`config.mk`:
```
export PLATFORM = sky130hd
export DESIGN_NAME = ama_riscv_uart_rx_flat
export DESIGN_NICKNAME = d
export VERILOG_FILES = /design/src/rtl/ama_riscv_uart_rx_pkg.sv /design/src/rtl/ama_riscv_uart_rx_if.sv /design/src/rtl/ama_riscv_uart_rx_fifo.sv /design/src/rtl/ama_riscv_uart_rx.sv /design/src/flat_wrapper.sv
export SDC_FILE = /design/constraint.sdc
export NUM_CORES = 1
export LEC_CHECK = 0
export BUFFER_PORTS_ARGS = -buffer_cell sky130_fd_sc_hd__buf_2
export CAP_MARGIN = 15
export CORE_MARGIN = 8
export CORE_UTILIZATION = 60
export DETAILED_ROUTE_END_ITERATION = 10
export GPL_TIMING_DRIVEN = 0
export PLACE_DENSITY_LB_ADDON = 0.12
export SETUP_SLACK_MARGIN = 0.02
export SLEW_MARGIN = 0
export SYNTH_ARGS = -nofsm -noshare
export SYNTH_HDL_FRONTEND = slang
export SYNTH_SLANG_ARGS = --single-unit
```
`constraint.sdc`:
```
create_clock -name clk -period 4.15 [get_ports clk]
set_clock_uncertainty 0.15 [all_clocks]
set_input_delay 0.83 -clock clk [delete_from_list [all_inputs] [get_ports clk]]
set_output_delay 0.83 -clock clk [all_outputs]
set_load 0.1 [all_outputs]
```
`src/rtl/ama_riscv_uart_rx_pkg.sv`:
```
// Shared types and constants for the UART receive path.
package ama_riscv_uart_rx_pkg;

    // Width of one UART data character.
    localparam int UART_BYTE_W = 8;

    // Receive state machine states.
    typedef enum logic [1:0] {
        IDLE  = 2'd0,
        START = 2'd1,
        DATA  = 2'd2,
        STOP  = 2'd3
    } uart_rx_state_t;

    // Core clock cycles per serial bit.
    function automatic int bit_ticks(input int clock_freq, input int baud_rate);
        return clock_freq / baud_rate;
    endfunction

endpackage

```
`src/rtl/ama_riscv_uart_rx_if.sv`:
```
// Ready/valid byte stream. TX is the producer side, RX the consumer side.
interface ama_riscv_uart_rx_if #(
    parameter int DW = 8
);

    logic          valid;
    logic          ready;
    logic [DW-1:0] data;

    // Producer: presents valid/data, observes ready.
    modport TX (
        output valid,
        output data,
        input  ready
    );

    // Consumer: observes valid/data, drives ready.
    modport RX (
        input  valid,
        input  data,
        output ready
    );

endinterface

```
`src/rtl/ama_riscv_uart_rx_fifo.sv`:
```
// Generic synchronous FIFO. Pointers carry one extra MSB so that full and
// empty are distinguishable without a separate occupancy counter. A push
// into a full FIFO is accepted when a pop happens in the same cycle.
module ama_riscv_uart_rx_fifo #(
    parameter int DW    = 8,
    parameter int DEPTH = 4
) (
    input  logic          clk,
    input  logic          rst,
    input  logic          i_push,
    input  logic [DW-1:0] i_push_data,
    input  logic          i_pop,
    output logic          o_full,
    output logic          o_empty,
    output logic [DW-1:0] o_head
);

    localparam int AW = $clog2(DEPTH);

    logic [DW-1:0] r_mem [DEPTH];
    logic [AW:0]   r_wptr;
    logic [AW:0]   r_rptr;
    logic          w_do_push;
    logic          w_do_pop;

    assign o_empty   = (r_wptr == r_rptr);
    assign o_full    = (r_wptr[AW] != r_rptr[AW]) &&
                       (r_wptr[AW-1:0] == r_rptr[AW-1:0]);
    assign w_do_pop  = i_pop && !o_empty;
    assign w_do_push = i_push && (!o_full || w_do_pop);

    // Head entry is forced to zero when nothing is buffered.
    assign o_head = o_empty ? '0 : r_mem[r_rptr[AW-1:0]];

    // Read/write pointer update; reset empties the FIFO.
    always_ff @(posedge clk) begin
        // NOTE: non-blocking assignments in clocked blocks so every flop
        // samples pre-edge values regardless of statement order.
        if (!rst) begin
            r_wptr <= '0;
            r_rptr <= '0;
        end else begin
            if (w_do_push) r_wptr <= r_wptr + (AW+1)'(1);
            if (w_do_pop)  r_rptr <= r_rptr + (AW+1)'(1);
        end
    end

    // Storage write port.
    always_ff @(posedge clk) begin
        // NOTE: storage is not reset; the pointers alone define which
        // entries are valid, and the head mux hides stale contents.
        if (w_do_push) r_mem[r_wptr[AW-1:0]] <= i_push_data;
    end

endmodule

```
`src/rtl/ama_riscv_uart_rx.sv`:
```
// UART receiver: 8N1 deserialiser with a small receive FIFO and
// framing-error / overrun pulses. The line is synchronised, falling edges
// start a frame, the start bit is re-checked at mid-bit, data and stop
// bits are sampled at their centres.
module ama_riscv_uart_rx
    import ama_riscv_uart_rx_pkg::*;
#(
    parameter int CLOCK_FREQ = 125_000_000,
    parameter int BAUD_RATE  = 115_200,
    parameter int FIFO_DEPTH = 4
) (
    input  logic                  clk,
    input  logic                  rst,
    input  logic                  serial_in,
    ama_riscv_uart_rx_if.TX       recv_rsp,
    output logic                  frame_err,
    output logic                  overrun
);

    localparam int BIT_T  = bit_ticks(CLOCK_FREQ, BAUD_RATE);
    localparam int HALF_T = BIT_T / 2;
    localparam int CNT_W  = $clog2(BIT_T);

    localparam logic [CNT_W-1:0] BIT_LAST  = CNT_W'(BIT_T - 1);
    localparam logic [CNT_W-1:0] HALF_LAST = CNT_W'(HALF_T - 1);

    // Input conditioning
    logic       r_sync1;
    logic       r_sync2;
    logic       r_sync_prev;
    logic [1:0] r_warm;
    logic       r_armed;
    logic       w_fall;

    // Receive FSM
    uart_rx_state_t         r_state;
    uart_rx_state_t         w_state_nxt;
    logic [CNT_W-1:0]       r_cnt;
    logic [CNT_W-1:0]       w_cnt_nxt;
    logic [2:0]             r_idx;
    logic [2:0]             w_idx_nxt;
    logic [UART_BYTE_W-1:0] r_shift;
    logic [UART_BYTE_W-1:0] w_shift_nxt;
    logic                   r_frame_err;
    logic                   w_frame_err_nxt;
    logic                   r_overrun;
    logic                   w_overrun_nxt;

    // FIFO hookup
    logic                   w_push;
    logic                   w_pop;
    logic                   w_fifo_full;
    logic                   w_fifo_empty;
    logic [UART_BYTE_W-1:0] w_fifo_head;

    // Synchroniser, edge history and arming. r_warm marks when r_sync2
    // holds a genuine line sample rather than its reset value, so a line
    // held low through reset never arms the edge detector.
    always_ff @(posedge clk) begin
        if (!rst) begin
            r_sync1     <= 1'b1;
            r_sync2     <= 1'b1;
            r_sync_prev <= 1'b1;
            r_warm      <= 2'b00;
            r_armed     <= 1'b0;
        end else begin
            r_sync1     <= serial_in;
            r_sync2     <= r_sync1;
            r_sync_prev <= r_sync2;
            r_warm      <= {r_warm[0], 1'b1};
            r_armed     <= r_armed | (r_warm[1] & r_sync2);
        end
    end

    assign w_fall = r_armed && r_sync_prev && !r_sync2;

    // FSM, counters, shift register and status pulse registers.
    always_ff @(posedge clk) begin
        if (!rst) begin
            r_state     <= IDLE;
            r_cnt       <= '0;
            r_idx       <= '0;
            r_shift     <= '0;
            r_frame_err <= 1'b0;
            r_overrun   <= 1'b0;
        end else begin
            r_state     <= w_state_nxt;
            r_cnt       <= w_cnt_nxt;
            r_idx       <= w_idx_nxt;
            r_shift     <= w_shift_nxt;
            r_frame_err <= w_frame_err_nxt;
            r_overrun   <= w_overrun_nxt;
        end
    end

    // Next-state, sampling and push decisions.
    always_comb begin
        // NOTE: every output of this block gets a default first so no
        // path leaves a signal unassigned and no latch is inferred.
        w_state_nxt     = r_state;
        w_cnt_nxt       = r_cnt + CNT_W'(1);
        w_idx_nxt       = r_idx;
        w_shift_nxt     = r_shift;
        w_push          = 1'b0;
        w_frame_err_nxt = 1'b0;
        w_overrun_nxt   = 1'b0;

        case (r_state)
            IDLE: begin
                w_cnt_nxt = '0;
                if (w_fall) w_state_nxt = START;
            end

            // Mid start bit: a high line means the edge was a glitch.
            START: begin
                if (r_cnt == HALF_LAST) begin
                    w_cnt_nxt = '0;
                    if (!r_sync2) begin
                        w_state_nxt = DATA;
                        w_idx_nxt   = '0;
                    end else begin
                        w_state_nxt = IDLE;
                    end
                end
            end

            // Data bits arrive LSB first; shift in from the top.
            DATA: begin
                if (r_cnt == BIT_LAST) begin
                    w_cnt_nxt   = '0;
                    w_shift_nxt = {r_sync2, r_shift[UART_BYTE_W-1:1]};
                    w_idx_nxt   = r_idx + 3'd1;
                    if (r_idx == 3'd7) w_state_nxt = STOP;
                end
            end

            // Mid stop bit: deliver, drop or flag, then rearm immediately
            // so a back-to-back start edge is not missed.
            STOP: begin
                if (r_cnt == BIT_LAST) begin
                    w_cnt_nxt   = '0;
                    w_state_nxt = IDLE;
                    if (!r_sync2) begin
                        w_frame_err_nxt = 1'b1;
                    end else if (!w_fifo_full || w_pop) begin
                        w_push = 1'b1;
                    end else begin
                        w_overrun_nxt = 1'b1;
                    end
                end
            end

            default: begin
                w_state_nxt = IDLE;
            end
        endcase
    end

    assign w_pop = !w_fifo_empty && recv_rsp.ready;

    ama_riscv_uart_rx_fifo #(
        .DW    (UART_BYTE_W),
        .DEPTH (FIFO_DEPTH)
    ) u_fifo (
        .clk         (clk),
        .rst         (rst),
        .i_push      (w_push),
        .i_push_data (r_shift),
        .i_pop       (w_pop),
        .o_full      (w_fifo_full),
        .o_empty     (w_fifo_empty),
        .o_head      (w_fifo_head)
    );

    assign recv_rsp.valid = !w_fifo_empty;
    assign recv_rsp.data  = w_fifo_head;
    assign frame_err      = r_frame_err;
    assign overrun        = r_overrun;

endmodule

```
`src/flat_wrapper.sv`:
```
// flat-port wrapper written by rule: the top's interface ports become plain ports
module ama_riscv_uart_rx_flat import ama_riscv_uart_rx_pkg::*;
#(
    parameter int CLOCK_FREQ = 125_000_000,
    parameter int BAUD_RATE  = 115_200,
    parameter int FIFO_DEPTH = 4
)
  (clk, rst, serial_in, frame_err, overrun, recv_rsp_valid, recv_rsp_data, recv_rsp_ready);
  ama_riscv_uart_rx_if #(.DW(8)) recv_rsp_i ();
  input  logic clk;
  input  logic rst;
  input  logic serial_in;
  output logic frame_err;
  output logic overrun;
  output wire logic [$bits(recv_rsp_i.valid)-1:0] recv_rsp_valid;
  output wire logic [$bits(recv_rsp_i.data)-1:0] recv_rsp_data;
  input wire logic [$bits(recv_rsp_i.ready)-1:0] recv_rsp_ready;
  assign recv_rsp_valid = recv_rsp_i.valid;
  assign recv_rsp_data = recv_rsp_i.data;
  assign recv_rsp_i.ready = recv_rsp_ready;
  ama_riscv_uart_rx #(.CLOCK_FREQ(CLOCK_FREQ), .BAUD_RATE(BAUD_RATE), .FIFO_DEPTH(FIFO_DEPTH)) u_core (.clk(clk), .rst(rst), .serial_in(serial_in), .recv_rsp(recv_rsp_i), .frame_err(frame_err), .overrun(overrun));
endmodule
```
==> impl_metrics.json, run 1 <==
{
  "synth_area_leaders": "edfxtp_1 32%, dfxtp_1 27%, mux4_2 6.0%",
  "yosysTopAreaCell": "edfxtp_1",
  "grt_max_degree": 15,
  "ir_drop_mv": 0.273,
  "drtIter0Drc": 106,
  "r2r_slack_ns": 1.91,
  "ys_ff_latch": 72,
  "fin_worst_hold_slack_ns": 0.263,
  "setup_viol": 0,
  "io_pins": 15,
  "grt_pass1_wl_um": 8830,
  "fmax_mhz": 340,
  "yosys.cell_types.count": 45,
  "drt-pass1-iter-count": 4,
  "relSlewSlack": 0.598,
  "viasPerCell": 5.45,
  "antenna-diode-count": 0,
  "crit_path_end": "recv_rsp_data[4]",
  "fin_area_mm2": 0.00341,
  "critPathSlowestCell": "nor3_2",
  "fp.dieH_um": 86.9,
  "path_cells": "xor2_2, nor3_2, nor2b_1, buf_2",
  "critPathMaxStageDelay_ns": 0.55,
  "p_per_area_mw_per_mm2": 401,
  "grt_use_total": 0.153,
  "yosys_most_used_dff": "dfxtp_1",
  "ys_seq_area_frac": 0.584,
  "antenna_found_initial": 0,
  "die-area_mm2": 0.00755,
  "critical_path_class": "flop to output pin",
  "r2r_start": "u_core.r_cnt[0]$_SDFF_PN0_",
  "core_mm2": 0.00498,
  "synth-async-reset-ratio": 0,
  "grt_pass1_vias": 1953,
  "cts_resized": 0,
  "clock_path_buffers": 2,
  "synthCells": 248,
  "hold_viol": 0,
  "overflow": 0,
  "syn_nets": 262,
  "wl_per_cell_um": 14.8,
  "maxCapViolCount": 0,
  "tightestPinTransition_ns": 0.599,
  "clkSlewWorstSetupHoldPaths_ns": 0.08,
  "cp.required_ns": 3.17,
  "fin_crit_sh": 0.708,
  "min_path_type": "flop to flop",
  "cp.depth": 4,
  "reg2reg_depth": 6,
  "min_period_ns": 2.94,
  "port_buffers": 14,
  "clock_sinks": 72,
  "yosys_warnings": 0,
  "postCtsHoldBufs": 0,
  "drc_errors": 0,
  "rows": 26,
  "vias": 1903,
  "clk_latency_ns": 0.34,
  "startpoint": "u_core.u_fifo.r_wptr[0]$_SDFFE_PN0P_",
  "cp_max_fo": 9,
  "netlist_area_mm2": 0.00302,
  "startpoint_type": "flop",
  "cp_num_buf_inv": 1,
  "drive_gt1_frac": 0.183,
  "post_cts_buffers": 0,
  "h-tree-depth": 3,
  "endpoint_kind": "output pin",
  "fin_setup_tns_ns": 0,
  "dp_hpwl_um": 3750,
  "start_util": 0.606,
  "place_area_mm2": 0.00318,
  "nNetsFinal": 288,
  "maxSlewViolCount": 0,
  "arrival_ns": 1.96,
  "ant_nets": 0,
  "area_growth_pct": 13.0,
  "cts_tree": "built",
  "reg2reg_to": "u_core.u_fifo.r_mem[3][4]$_DFFE_PP_",
  "cts-buffers-inserted": 9,
  "avgSynthCellArea_um2": 12.2,
  "outcome": "completed",
  "p_leak_uw": 0.00129,
  "rsz0062_at_grt": "no",
  "cp_top_family": "simple AND/OR/NAND/NOR gates",
  "total_power_uw": 1370,
  "routed_wl_um": 5150,
  "root_buffer": "clkbuf_8",
  "fp.dieW_um": 86.9,
  "synth-edff-count": 32,
  "gp_congestion": 0.780,
  "fin_util": 0.685,
  "synth_top_area_frac": 0.319
}
-- layout make-up --
class / count / area, µm²
sequential: 72 / 1760
inverter: 11 / 41.3
fill: 378 / 1570
buffer: 10 / 43.8
timing repair buffer: 15 / 75.1
clock inverter: 7 / 105
multi-input combinational: 155 / 1170
clock buffer: 9 / 124
tap: 70 / 87.6
-- flip-flops by register name, summed over array words and instances (netlist names), 2 cells and up, named ones only --
signal	count
u_core.r_idx	3
u_core.u_fifo.r_wptr	3
u_core.u_fifo.r_rptr	3
u_core.u_fifo.r_mem	32
u_core.r_shift	8
u_core.r_warm	2
u_core.r_cnt	11
-- synth_stat cells, types with 4 or more instances --
library cell / instances
inv_1: 10
and4_1: 4
clkbuf_1: 5
edfxtp_1: 32
dfxtp_1: 40
xnor2_1: 5
mux4_2: 8
nand2_1: 16
buf_2: 5
ha_1: 10
nor2_1: 16
nor2b_1: 10
a21oi_1: 4
and3_1: 5
xor2_1: 8
o21ai_1: 12
nand3_1: 18
-- worst min-delay path by stage --
stage                                    startpoint                         to  slack [ns]  cells past startpoint
final                     u_core.r_sync1$_SDFF_PN1_  u_core.r_sync2$_SDFF_PN1_        0.26                      1
after global placement    u_core.r_sync1$_SDFF_PN1_  u_core.r_sync2$_SDFF_PN1_        0.24                      1
after CTS                 u_core.r_sync1$_SDFF_PN1_  u_core.r_sync2$_SDFF_PN1_        0.27                      1
after global routing      u_core.r_sync1$_SDFF_PN1_  u_core.r_sync2$_SDFF_PN1_        0.29                      1
after detailed placement  u_core.r_sync1$_SDFF_PN1_  u_core.r_sync2$_SDFF_PN1_        0.26                      1
after floorplan           u_core.r_sync1$_SDFF_PN1_  u_core.r_sync2$_SDFF_PN1_        0.24                      1
-- routing by layer --
| metal | GRT usage | up-vias | wire [µm] |
|---|---|---|---|
| met5 | 0 | - | 0 |
| met4 | 0.0782 | 0 | 79 |
| met3 | 0.0500 | 9 | 191 |
| met2 | 0.256 | 36 | 2650 |
| met1 | 0.170 | 906 | 2230 |
| li1 | - | 952 | - |
-- per-stage QoR --
stage,setup slack (ns),instances
after floorplan,1.00,248
after global placement,1.46,332
after detailed placement,1.57,333
after CTS,1.19,349
after global routing,1.03,349
final,1.21,349
-- report_power, final --
group	leakage [µW]	internal, µW	switching, µW
logic	0.000480	4.34	9.85
registers	0.000696	736	1.84
clock network	0.000112	345	268
-- cells in the final DEF, fill, tap and decap left out, types with 3 or more instances in the layout --
master and instances:
nor2b_1 10, o31ai_1 3, xnor2_1 5, clkinv_4 3, o21ai_0 3, clkbuf_8 9, clkbuf_1 5, and3_1 5
nand3_1 18, ha_1 10, buf_2 20, edfxtp_1 32, nand2b_1 3, mux4_2 8, dfxtp_1 40, nor2_1 16
and4_1 4, nand2_1 16, xor2_1 8, a21oi_1 4, inv_1 10, o21ai_1 12
-- logic make-up (layout without fill, tap and decap cells) --
family,after synthesis,after routing,share of synthesized area
compound gates,31,31,0.0672
xor+xnor,15,15,0.0485
fa+ha+maj,10,10,0.0415
buf+inv,21,52,0.0282
flops,72,72,0.584
mux,8,8,0.0598
simple gates,91,91,0.171
Note: power is estimated with default switching activity, not from simulation.
==> inputs of run 2 (changes only) <==
- ABC_AREA: not set -> 1
- CORE_UTILIZATION: 60 -> 54
- clock period: 4.15 -> 2.59 ns (I/O delays scaled with it)
==> run 2 against run 1 <==
Non-clock buffer count increased by 3. Register-to-register slack got worse by 1.7 ns. Global-route usage decreased by 0.89 points. Combinational power increased to 16 times the previous value. Setup slack got worse by 1.1 ns. Critical path depth increased by 4. Count of clock-buffer cells in the layout increased by 1. Highest routed layer unchanged. Worst hold slack got worse by 0.075 ns. Clock power increased by 42%. Die area increased by 14%. Utilization decreased by 5.8 points. Final cell count increased by 30%.
==> impl_metrics.json, run 2 <==
{
  "outcome": "completed",
  "setup_viol": 0,
  "area_growth_pct": 14.7,
  "nNetsFinal": 388,
  "hold_viol": 0,
  "synthCells": 343,
  "n_fill_cell": 531,
  "clock_sinks": 72,
  "fin_crit_sh": 0.954,
  "min_path_type": "primary input to flop",
  "yosys_warnings": 0,
  "synth_common_cells": "59 x nand2_1, 59 x nor2_1, 40 x dfxtp_1, 37 x inv_1, 32 x edfxtp_1",
  "core_mm2": 0.00582,
  "p_leak_uw": 0.00156,
  "fmax_mhz": 405,
  "cp_max_fo": 8,
  "viasPerCell": 5.07,
  "critical_path_class": "flop to output pin",
  "yosys_most_used_dff": "dfxtp_1",
  "fin_setup_tns_ns": 0,
  "fp.dieH_um": 92.7,
  "synth_area_leaders": "edfxtp_1 30%, dfxtp_1 25%, nand2_1 7.0%",
  "place_area_mm2": 0.00337,
  "drc_errors": 0,
  "holdPathStages": 1,
  "largest_reg_flops": 32,
  "grt_max_degree": 13,
  "io_pins": 15,
  "final_cells": 454,
  "netlist_area_mm2": 0.00318,
  "hp-start": "rst",
  "tightestPinTransition_ns": 0.615,
  "die-area_mm2": 0.00859,
  "clock_path_buffers": 2,
  "dp_hpwl_um": 4130,
  "antenna-diode-count": 0,
  "clk_latency_ns": 0.33,
  "fp.dieW_um": 92.7,
  "reg2reg_depth": 7,
  "overflow": 0,
  "avgSynthCellArea_um2": 9.26,
  "yosysTopAreaCell": "edfxtp_1",
  "antenna_found_initial": 0,
  "final_cell_mix": "59 x nand2_1, 59 x nor2_1, 37 x dfxtp_1, 36 x inv_1, 32 x edfxtp_1",
  "yosys.cell_types.count": 32,
  "rows": 28,
  "relSlewSlack": 0.589,
  "h-tree-depth": 3,
  "ys_ff_latch": 72,
  "start_util": 0.546,
  "reg2reg_to": "u_core.u_fifo.r_mem[2][6]$_DFFE_PP_",
  "synth_top_area_frac": 0.303,
  "startpoint_type": "flop",
  "cts-buffers-inserted": 9,
  "r2r_start": "u_core.r_cnt[0]$_SDFF_PN0_",
  "wl_per_cell_um": 12.9,
  "ant_nets": 0,
  "root_buffer": "clkbuf_8",
  "cts_tree": "built",
  "maxSlewViolCount": 0,
  "p_per_area_mw_per_mm2": 634,
  "total_power_uw": 2310,
  "clkSlewWorstSetupHoldPaths_ns": 0.07,
  "drtIter0Drc": 141,
  "grt_pass1_wl_um": 9850,
  "cp.required_ns": 1.92,
  "grt_use_total": 0.144,
  "rsz0062_at_grt": "no",
  "grt_pass1_vias": 2192,
  "drt-pass1-iter-count": 4,
  "arrival_ns": 1.80,
  "gp_congestion": 0.794,
  "hold_path_end": "u_core.r_warm[0]$_DFF_P_",
  "dp_cells": 436,
  "ys_seq_area_frac": 0.555,
  "syn_nets": 357,
  "ir_drop_mv": 0.386,
  "endpoint_kind": "output pin",
  "postCtsHoldBufs": 0,
  "maxCapViolCount": 0,
  "synth-async-reset-ratio": 0,
  "vias": 2300,
  "r2r_slack_ns": 0.20,
  "drive_gt1_frac": 0.193,
  "fin_area_mm2": 0.00364,
  "routed_wl_um": 5880,
  "synth-edff-count": 32,
  "port_buffers": 14,
  "min_period_ns": 2.47
}
## run 2: cell type report
class | instances | area [µm²] | area share
multi-input combinational | 223 | 1230 | 0.339
timing repair buffer | 20 | 144 | 0.0395
buffer | 8 | 53.8 | 0.0148
inverter | 40 | 155 | 0.0426
clock inverter | 6 | 58.8 | 0.0161
tap | 75 | 93.8 | 0.0258
clock buffer | 10 | 138 | 0.0378
sequential | 72 | 1770 | 0.485
## run 2: worst max path at each step
stage	end	cells past startpoint	start	slack [ns]
5_1_grt	recv_rsp_data[4]	8	flop	0.02
4_1_cts	recv_rsp_data[6]	8	flop	0.01
3_5_place_dp	u_core.u_fifo.r_mem[1][6]$_DFFE_PP_	7	u_core.r_cnt[0]$_SDFF_PN0_	0.12
6_report	recv_rsp_data[7]	8	flop	0.12
2_1_floorplan	recv_rsp_data[0]	8	u_core.u_fifo.r_wptr[0]$_SDFFE_PN0P_	0.09
3_3_place_gp	u_core.u_fifo.r_mem[3][6]$_DFFE_PP_	6	u_core.r_cnt[0]$_SDFF_PN0_	-0.21
## run 2: critical path, stage by stage, from the launching register on
cell        delay [ns]
dfxtp_1           0.30
buf_2             0.18
clkinvlp_4        0.15
buf_4             0.13
nor2_1            0.03
o32ai_1           0.27
nand2_1           0.08
inv_1             0.06
buf_4             0.28
## run 2: per-stage QoR
| stage | utilization | setup slack (ns) | hold WS [ns] |
|---|---|---|---|
| 3_5_place_dp | 0.579 | 0.119 | 0.249 |
| 6_report | 0.627 | 0.119 | 0.188 |
| 3_3_place_gp | 0.574 | -0.206 | 0.246 |
| 4_1_cts | 0.618 | 0.0124 | 0.180 |
| 2_1_floorplan | - | 0.0920 | 0.240 |
| 5_1_grt | 0.627 | 0.0214 | 0.186 |
## run 2: layer usage
| metal | GRT usage | vias to the layer above | wire length [µm] |
|---|---|---|---|
| met3 | 0.0267 | 11 | 236 |
| met2 | 0.244 | 41 | 2910 |
| met5 | 0 | - | 0 |
| li1 | - | 1190 | - |
| met1 | 0.172 | 1058 | 2630 |
| met4 | 0.0725 | 0 | 103 |
## run 2: kinds of logic after synthesis
kind of cell             count (synthesis)  synth area share
AND/OR/NAND/NOR                        165             0.247
flip-flops                              72             0.555
buffers and inverters                   48            0.0611
AO/OA/AOI/OAI                           40            0.0760
adder cells (fa/ha/maj)                 10            0.0394
XOR/XNOR                                 8            0.0221
## run 2: report_power, final
group | switching (µW) | internal (µW)
clock network | 405 | 464
registers | 15.2 | 1190
logic | 167 | 66.6
total | 588 | 1720
## run 2: what timing repair did
item,CTS,global route
hold endpoints to repair,0,0
gates resized for setup,13,12
setup endpoints to repair,8,22
buffers inserted,0,2
==> inputs of run 3 (changes only) <==
==> constraint.sdc (replaced) <==
create_clock -name clk -period 2.59 [get_ports clk]
set_clock_uncertainty 0.15 [all_clocks]
set_input_delay 0.3885 -clock clk [delete_from_list [all_inputs] [get_ports clk]]
set_output_delay 0.3885 -clock clk [all_outputs]
set_load 0.1 [all_outputs]
==> run 3 against run 2 <==
Register-to-register slack better by 0.04 ns. Critical path depth stayed put. Design area is 1.0% lower. Count of clock-buffer cells in the layout stayed put. Routed wire length is 2.2% lower. Sequential power hardly changed. Worst hold slack worse by 0.13 ns. Final cell count is 0.44% lower. Clock power is 0.6% lower. Combinational power is 4% lower. Global-route usage is 0.069 points lower.
==> impl_metrics.json, run 3 (synthesis gave the netlist of run 2 again) <==
{
  "cp_num_buf_inv": 5,
  "postCtsHoldBufs": 0,
  "maxSlewViolCount": 0,
  "antenna-diode-count": 0,
  "fin_worst_hold_slack_ns": 0.0608,
  "cp.depth": 8,
  "drt-pass1-iter-count": 4,
  "nNetsFinal": 386,
  "rsz0062_at_grt": "no",
  "wl_per_cell_um": 12.7,
  "ant_nets": 0,
  "root_buffer": "clkbuf_8",
  "fmax_mhz": 411,
  "n_fill_cell": 533,
  "min_path_type": "primary input to flop",
  "start_util": 0.546,
  "critPathMaxStageDelay_ns": 0.30,
  "h-tree-depth": 3,
  "post_cts_buffers": 0,
  "p_per_area_mw_per_mm2": 636,
  "min_period_ns": 2.43,
  "maxCapViolCount": 0,
  "startpoint_type": "flop",
  "core_mm2": 0.00582,
  "overflow": 0,
  "grt_use_total": 0.144,
  "port_buffers": 14,
  "fin_crit_sh": 0.938,
  "gp_congestion": 0.794,
  "cts-buffers-inserted": 9,
  "area_growth_pct": 13.6,
  "total_power_uw": 2290,
  "r2r_slack_ns": 0.24,
  "path_cells": "buf_2, clkinvlp_4, clkbuf_4, nor2_1, o32ai_1, nand2_1, inv_1, buf_4",
  "setup_viol": 0,
  "critical_path_class": "flop to output pin",
  "arrival_ns": 1.89,
  "cp_top_family": "buffers and inverters",
  "final_cell_mix": "59 x nand2_1, 59 x nor2_1, 40 x dfxtp_1, 36 x inv_1, 32 x edfxtp_1",
  "clock_sinks": 72,
  "drc_errors": 0,
  "io_pins": 15,
  "outcome": "completed",
  "p_leak_uw": 0.00155,
  "viasPerCell": 5.02,
  "drtIter0Drc": 159,
  "antenna_found_initial": 0,
  "clkSlewWorstSetupHoldPaths_ns": 0.07,
  "die-area_mm2": 0.00859,
  "grt_pass1_wl_um": 9820,
  "vias": 2267,
  "clock_path_buffers": 2,
  "grt_max_degree": 13,
  "reg2reg_depth": 7,
  "tightestPinTransition_ns": 0.584,
  "endpoint_kind": "output pin",
  "cp_max_fo": 10,
  "holdPathStages": 1,
  "drive_gt1_frac": 0.180,
  "relSlewSlack": 0.610,
  "critPathSlowestCell": "dfxtp_1",
  "cts_tree": "built",
  "ir_drop_mv": 0.386,
  "rows": 28,
  "cts_resized": 8,
  "cp.required_ns": 2.05,
  "clk_latency_ns": 0.33,
  "grt_pass1_vias": 2188,
  "largest_reg_flops": 32,
  "dp_hpwl_um": 4130,
  "routed_wl_um": 5750,
  "fp.dieH_um": 92.7,
  "fp.dieW_um": 92.7,
  "hold_viol": 0
}
==> run 3: cell count changes in the layout (fill, tap and decap cells not counted) <==
cell	change
dfxtp_1	+3
clkbuf_2	+1
buf_4	-1
dfxtp_2	-3
clkbuf_4	+1
buf_6	-2
buf_8	-1
==> run 3: final timing paths <==
check	to	startpoint
worst max-delay path	recv_rsp_data[6]	flop
worst min-delay path	u_core.r_warm[0]$_DFF_P_	rst
worst max register to register	u_core.u_fifo.r_mem[2][6]$_DFFE_PP_	u_core.r_cnt[0]$_SDFF_PN0_
worst min register to register	u_core.r_sync2$_SDFF_PN1_	u_core.r_sync1$_SDFF_PN1_
==> run 3: per-stage QoR <==
| stage | setup slack (ns) | util | area, µm² | std cells | TNS [ns] |
|---|---|---|---|---|---|
| floorplan | 0.221 | - | 3180 | 343 | 0 |
| detailed placement | 0.119 | 0.579 | 3370 | 436 | 0 |
| finish | 0.159 | 0.620 | 3610 | 452 | 0 |
| global route | 0.0353 | 0.620 | 3610 | 452 | 0 |
| global placement | -0.206 | 0.574 | 3340 | 432 | -5.42 |
| CTS | 0.0335 | 0.616 | 3580 | 452 | 0 |
==> run 3: final cells by class <==
class,count,area (µm²),share of cell area
buffer,8,47.5,0.0132
clock buffer,10,138,0.0382
clock inverter,6,58.8,0.0163
inverter,40,155,0.0430
multi-input combinational,223,1230,0.342
sequential,72,1760,0.488
tap,75,93.8,0.0260
timing repair buffer,18,118,0.0326
==> run 3: layer usage <==
metal	GRT usage	vias to the layer above	wire length, µm
met5	0	-	0
met4	0.0725	0	85
met3	0.0275	9	199
met2	0.241	31	2810
met1	0.172	1040	2660
li1	-	1187	-
==> run 3: power by group <==
part | internal, µW | total (µW) | leakage, µW | switching [µW]
sequential | 1190 | 1200 | 0.000687 | 15.2
combinational | 59.1 | 225 | 0.000765 | 165
clock | 464 | 865 | 0.0000957 | 400
